File: config.mk
export PLATFORM = sky130hd
export DESIGN_NAME = inst_line_buffer
export DESIGN_NICKNAME = d
export VERILOG_FILES = /design/src/rtl/inst_linebuf_types.sv /design/src/rtl/inst_line_entry.sv /design/src/rtl/inst_line_buffer.sv
export SDC_FILE = /design/constraint.sdc
export NUM_CORES = 1
export LEC_CHECK = 0
export CORE_MARGIN = 2
export CORE_UTILIZATION = 40
export CTS_CLUSTER_DIAMETER = 60
export DETAILED_ROUTE_END_ITERATION = 8
export PLACE_DENSITY = 0.67
export SETUP_SLACK_MARGIN = 0.5
export SLEW_MARGIN = 10
export SYNTH_ARGS = -nofsm -noshare
export SYNTH_HDL_FRONTEND = slang
export SYNTH_HIERARCHICAL = 1
export SYNTH_SLANG_ARGS = --single-unit
File: constraint.sdc
create_clock -name clk -period 25 [get_ports clk]
set_clock_uncertainty 0.1 [all_clocks]
set_input_delay 6.25 -clock clk [delete_from_list [all_inputs] [get_ports clk]]
set_output_delay 6.25 -clock clk [all_outputs]
set_load 0.01 [all_outputs]
File: src/rtl/inst_linebuf_types.sv
// Shared types and helpers for the instruction line buffer.
package inst_linebuf_types;

  localparam int unsigned WORDS_PER_LINE = 8;
  localparam int unsigned LINE_W         = 256;

  typedef enum logic [1:0] {
    IDLE     = 2'd0,
    FETCH    = 2'd1,
    PREFETCH = 2'd2
  } linebuf_state_t;

  function automatic logic [31:0] line_addr(input logic [31:0] addr);
    return {addr[31:5], 5'b0};
  endfunction

endpackage

File: src/rtl/inst_line_entry.sv
// One cached instruction line: valid, tag and data with asynchronous clear,
// plus tag compare and word select against the current fetch address.
module inst_line_entry
  import inst_linebuf_types::*;
#(
  parameter int unsigned TAG_W = 27
) (
  input  logic              clk,
  input  logic              rst,
  input  logic              i_load,
  input  logic [TAG_W-1:0]  i_tag,
  input  logic [LINE_W-1:0] i_line,
  input  logic [TAG_W-1:0]  i_addr_tag,
  input  logic [2:0]        i_word_sel,
  output logic              o_valid,
  output logic [TAG_W-1:0]  o_tag,
  output logic              o_hit,
  output logic [31:0]       o_word
);

  logic                                r_valid;
  logic [TAG_W-1:0]                    r_tag;
  logic [WORDS_PER_LINE-1:0][31:0]     r_data;

  always_ff @(posedge clk or posedge rst) begin
    if (rst) begin
      r_valid <= 1'b0;
      r_tag   <= '0;
      r_data  <= '0;
    end else if (i_load) begin
      r_valid <= 1'b1;
      r_tag   <= i_tag;
      r_data  <= i_line;
    end
  end

  assign o_valid = r_valid;
  assign o_tag   = r_tag;
  assign o_hit   = r_valid && (r_tag == i_addr_tag);
  assign o_word  = r_data[i_word_sel];

endmodule

File: src/rtl/inst_line_buffer.sv
// Single-line instruction buffer between fetch and the memory port.
// Define INST_LINE_PREFETCH_EN to add a next-line prefetch entry.
module inst_line_buffer
  import inst_linebuf_types::*;
#(
  parameter int unsigned S_OFFSET = 5,
  parameter int unsigned ADDR_W   = 32
) (
  input  logic              clk,
  input  logic              reset,
  input  logic [ADDR_W-1:0] inst_addr,
  input  logic              inst_read,
  output logic [31:0]       inst_rdata,
  output logic              inst_resp,
  output logic [ADDR_W-1:0] mem_addr,
  output logic              mem_read,
  input  logic [LINE_W-1:0] mem_rdata,
  input  logic              mem_resp
);

  localparam int unsigned TAG_W = ADDR_W - S_OFFSET;

  linebuf_state_t    r_state, w_state_next;
  logic [ADDR_W-1:0] r_mem_addr, w_mem_addr_next;
  logic [TAG_W-1:0]  w_req_tag;
  logic [2:0]        w_word_sel;
  logic              w_hit;
  logic [31:0]       w_word;
  logic              w_unused;

  assign w_req_tag  = inst_addr[ADDR_W-1:S_OFFSET];
  assign w_word_sel = inst_addr[S_OFFSET-1:2];

`ifdef INST_LINE_PREFETCH_EN

  logic [1:0]             w_load;
  logic [1:0]             w_hit_e;
  logic [1:0]             w_valid_e;
  logic [1:0][TAG_W-1:0]  w_tag_e;
  logic [1:0][31:0]       w_word_e;
  // r_sel names the demand entry; a prefetch hit swaps roles by flipping it.
  logic                   r_sel, w_sel_next;
  logic                   r_pf_pending, w_pf_pending_next;
  logic                   w_dem_hit, w_pf_hit;
  logic [ADDR_W-1:0]      w_next_line;
  logic                   w_pf_has_next;

  inst_line_entry #(.TAG_W(TAG_W)) u_entry0 (
    .clk        (clk),
    .rst        (reset),
    .i_load     (w_load[0]),
    .i_tag      (r_mem_addr[ADDR_W-1:S_OFFSET]),
    .i_line     (mem_rdata),
    .i_addr_tag (w_req_tag),
    .i_word_sel (w_word_sel),
    .o_valid    (w_valid_e[0]),
    .o_tag      (w_tag_e[0]),
    .o_hit      (w_hit_e[0]),
    .o_word     (w_word_e[0])
  );

  inst_line_entry #(.TAG_W(TAG_W)) u_entry1 (
    .clk        (clk),
    .rst        (reset),
    .i_load     (w_load[1]),
    .i_tag      (r_mem_addr[ADDR_W-1:S_OFFSET]),
    .i_line     (mem_rdata),
    .i_addr_tag (w_req_tag),
    .i_word_sel (w_word_sel),
    .o_valid    (w_valid_e[1]),
    .o_tag      (w_tag_e[1]),
    .o_hit      (w_hit_e[1]),
    .o_word     (w_word_e[1])
  );

  assign w_next_line   = r_mem_addr + 32'd32;
  assign w_pf_has_next = w_valid_e[~r_sel] && (w_tag_e[~r_sel] == w_next_line[ADDR_W-1:S_OFFSET]);
  assign w_unused      = ^inst_addr[1:0];

  always_comb begin
    w_state_next      = r_state;
    w_mem_addr_next   = r_mem_addr;
    w_sel_next        = r_sel;
    w_pf_pending_next = r_pf_pending;
    w_load            = 2'b00;
    w_dem_hit         = w_hit_e[r_sel];
    // The prefetch entry may be mid-reload outside IDLE, so only trust it there.
    w_pf_hit          = w_hit_e[~r_sel] && (r_state == IDLE);
    w_hit             = inst_read && (w_dem_hit || w_pf_hit);
    w_word            = w_dem_hit ? w_word_e[r_sel] : w_word_e[~r_sel];
    unique case (r_state)
      IDLE: begin
        w_pf_pending_next = 1'b0;
        if (inst_read && !w_dem_hit && w_pf_hit) begin
          w_sel_next      = ~r_sel;
          w_mem_addr_next = line_addr(inst_addr) + 32'd32;
          w_state_next    = PREFETCH;
        end else if (inst_read && !w_dem_hit) begin
          w_mem_addr_next = line_addr(inst_addr);
          w_state_next    = FETCH;
        end else if (r_pf_pending) begin
          w_mem_addr_next = w_next_line;
          w_state_next    = PREFETCH;
        end
      end
      FETCH: begin
        if (mem_resp) begin
          w_load[r_sel]     = 1'b1;
          w_pf_pending_next = !w_pf_has_next;
          w_state_next      = IDLE;
        end
      end
      PREFETCH: begin
        if (mem_resp) begin
          w_load[~r_sel] = 1'b1;
          w_state_next   = IDLE;
        end
      end
      default: w_state_next = IDLE;
    endcase
  end

  always_ff @(posedge clk or posedge reset) begin
    if (reset) begin
      r_sel        <= 1'b0;
      r_pf_pending <= 1'b0;
    end else begin
      r_sel        <= w_sel_next;
      r_pf_pending <= w_pf_pending_next;
    end
  end

`else

  logic              w_load0;
  logic              w_hit0;
  logic              w_valid0;
  logic [TAG_W-1:0]  w_tag0;
  logic [31:0]       w_word0;

  inst_line_entry #(.TAG_W(TAG_W)) u_entry0 (
    .clk        (clk),
    .rst        (reset),
    .i_load     (w_load0),
    .i_tag      (r_mem_addr[ADDR_W-1:S_OFFSET]),
    .i_line     (mem_rdata),
    .i_addr_tag (w_req_tag),
    .i_word_sel (w_word_sel),
    .o_valid    (w_valid0),
    .o_tag      (w_tag0),
    .o_hit      (w_hit0),
    .o_word     (w_word0)
  );

  assign w_unused = ^{inst_addr[1:0], w_valid0, w_tag0};

  always_comb begin
    w_state_next    = r_state;
    w_mem_addr_next = r_mem_addr;
    w_load0         = 1'b0;
    w_hit           = inst_read && w_hit0;
    w_word          = w_word0;
    unique case (r_state)
      IDLE: begin
        if (inst_read && !w_hit0) begin
          w_mem_addr_next = line_addr(inst_addr);
          w_state_next    = FETCH;
        end
      end
      FETCH: begin
        // Refill is installed, not forwarded; the hit is re-evaluated in IDLE.
        if (mem_resp) begin
          w_load0      = 1'b1;
          w_state_next = IDLE;
        end
      end
      default: w_state_next = IDLE;
    endcase
  end

`endif

  always_ff @(posedge clk or posedge reset) begin
    if (reset) begin
      r_state    <= IDLE;
      r_mem_addr <= '0;
    end else begin
      r_state    <= w_state_next;
      r_mem_addr <= w_mem_addr_next;
    end
  end

  assign inst_resp  = w_hit;
  assign inst_rdata = w_hit ? w_word : 32'd0;
  assign mem_read   = (r_state != IDLE);
  assign mem_addr   = r_mem_addr;

endmodule

==> impl_metrics.json <==
{
  "tightest_slew_ns": 1.026,
  "synth_xor_area_share_pct": 1.653,
  "place_congestion": 0.7390,
  "ios": 358,
  "p_leak_nw": 7.925,
  "cp_max_fo": 37,
  "fin_ws_ns": 9.503,
  "synth_edf_count": 0,
  "synth_compound_area_share_pct": 0.05248,
  "clkTransAtPathRegs_ns": 0.06,
  "ys_ff_latch": 312,
  "dr.pass1.iters": 4,
  "synth_fa_ha_area_share_pct": 0,
  "stdcell_count": 1682,
  "crit_path_end_kind": "output port",
  "grt_use_met2_pct": 31.09,
  "num_vias": 8595,
  "clkLatencyLatePin_ns": 0.51,
  "drive_gt1_share_pct": 37.03,
  "muxShareOfSynthArea_pct": 38.76,
  "synth_cell_type_count": 24,
  "cp_slowest_cell": "buf_4",
  "ctsHoldBuffers": 0,
  "use_met3_pct": 5.955,
  "numCtsBuffers": 37,
  "yosysWarnings": 6,
  "crit_top_cell": "buf_4",
  "r2r_cells": 8,
  "synth-async-reset-ratio_pct": 100.0,
  "top_usage_layer": "met2",
  "wl_per_cell_um": 20.99,
  "postSynthAreaPerCell_um2": 16.65,
  "h-tree-depth": 2,
  "grt_pass1_wl_um": 53630,
  "areaGrowthSynthToFinish_pct": 34.97,
  "slew_headroom_pct": 31.60,
  "drv_slew": 0,
  "synth_cells": 859,
  "drc_errors": 0,
  "maxCapViolations": 0,
  "dieArea_um2": 37290,
  "fin_crit_sh_pct": 61.99,
  "cts_setup_buffers": 0,
  "fp-row-count": 69,
  "antenna_found_initial": 5,
  "cts_resized": 0,
  "use_met1_pct": 23.82,
  "critPathLaunchType": "input port",
  "grtUsageTotal_pct": 18.83,
  "holdWs_ns": 0.3722,
  "rsz0062_at_grt": "no",
  "cts_max_path_buffers": 3,
  "synth_seq_area_share_pct": 54.58,
  "dp.cells": 1620,
  "grt_pass1_vias": 9356,
  "cp.arrival_ns": 9.15,
  "dp_hpwl_um": 23270,
  "grt_overflow_total": 0,
  "synth_ff_type": "dfrtp_1",
  "irDropWorstVdd_uv": 60.14,
  "max_freq_ghz": 0.06453,
  "cts_sinks": 312,
  "cp_slowest_stage_delay_ns": 0.72,
  "hold_viol": 0,
  "synth_top_family_by_area": "multiplexers",
  "port_buffers": 350,
  "yosys-top-cells-count": "dfrtp_1, mux2_2, mux2_4",
  "hold_depth": 1,
  "synthesis.area_um2": 14300,
  "setup_viol": 0,
  "hold_path.class": "flop to flop",
  "synth_top_area_cell": "dfrtp_1",
  "nFillCells": 2949,
  "die_w_um": 193.1,
  "core_um2": 35400,
  "status": "complete, no violations",
  "tns_ns": 0,
  "power_density_nw_per_um2": 83.45,
  "drt_iter0_markers": 199,
  "required_ns": 18.65,
  "grt_start_max_net_pins": 158,
  "final_nets": 1490,
  "synth_top_area_share_pct": 54.58,
  "layout_min_cycle_time_ns": 15.50,
  "synth_simple_gate_area_share_pct": 2.047,
  "crit_chain": "buf_4, buf_4, mux4_1, mux2_4, and3_1, clkdlybuf4s50_1",
  "post-place-ws_ns": 9.424,
  "routed_wl_um": 35310,
  "synth_most_common_cell": "dfrtp_1",
  "synthTopCellsByArea": "dfrtp_1, mux2_2, mux4_1",
  "root_buffer": "clkbuf_16",
  "ant_nets": 0,
  "worst-setup-path-type": "input port to output port",
  "start_util_pct": 40.41,
  "cts_tree": "built",
  "die_h_um": 193.1,
  "via_per_inst": 5.110
}
state kept, by name, summed over array words and instances (netlist names):
signal / cells
mem_addr: 27
r_state: 1
u_entry0/o_tag: 27
u_entry0/o_valid: 1
u_entry0/r_data: 256
metrics by stage:
stage / area, um^2 / util (%) / total power, mW
floorplan: 14320 / - / 0.9636
global placement: 18090 / 51.12 / 1.075
detailed placement: 18090 / 51.12 / 1.089
CTS: 19300 / 54.52 / 1.634
global route: 19310 / 54.54 / 1.696
finish: 19310 / 54.54 / 1.611
layout make-up:
type / instances / area [um^2] / share of cell area (%)
sequential: 312 / 7807 / 40.44
multi-input combinational: 484 / 6115 / 31.67
timing repair buffer: 360 / 3576 / 18.52
clock buffer: 49 / 1041 / 5.392
tap: 461 / 576.8 / 2.988
clock inverter: 10 / 163.9 / 0.8490
inverter: 3 / 18.77 / 0.09721
antenna: 3 / 7.507 / 0.03889
worst max-delay path, delay by kind of cell:
kind / cells / cell delay [ns]
buffers and inverters: 3 / 1.71
and+or+nand+nor: 1 / 0.18
muxes: 2 / 0.94
layer usage:
metal  up-vias  share of wire [%]
li1       3902                  -
met2       236                 49
met3        41                8.2
met1      4412                 41
met5         -              0.068
met4         4                1.8
final timing paths:
check	from	to	slack, ns
min in group asynchronous	reset	u_entry0/o_tag[8]	6.18
hold / removal	u_entry0/o_valid	u_entry0/o_valid	0.37
max in group asynchronous	reset	u_entry0/r_data[128]	16.56
setup / recovery	inst_addr[2]	inst_rdata[11]	9.50
hold reg to reg	u_entry0/o_valid	u_entry0/o_valid	0.37
setup reg to reg	u_entry0/o_tag[3]	mem_addr[17]	22.11
cells by family after synthesis:
logic type      after synthesis
compound gates                1
xor+xnor                     27
buf+inv                      67
flops                       312
mux                         406
other cells                   1
simple gates                 45
layout by cell type (no fill, tap or decap), types with 2 or more instances in the layout:
master	instances
clkdlybuf4s50_1	346
dfrtp_1	312
mux2_2	306
clkbuf_16	37
mux2_4	36
mux4_2	33
mux4_1	31
and3_1	29
xnor2_1	27
buf_4	11
clkbuf_8	7
nand4_1	7
conb_1	5
clkbuf_1	5
bufinv_16	4
diode_2	3
and3_2	3
clkinv_4	3
inv_1	2
clkinv_2	2
buf_2	2
power breakdown:
| part | switching (mW) | internal (mW) | total (mW) |
|---|---|---|---|
| clock network | 0.203 | 0.332 | 0.535 |
| registers | 0.0711 | 0.642 | 0.713 |
| logic | 0.111 | 0.252 | 0.363 |
Power figures use the tool's default switching activity.
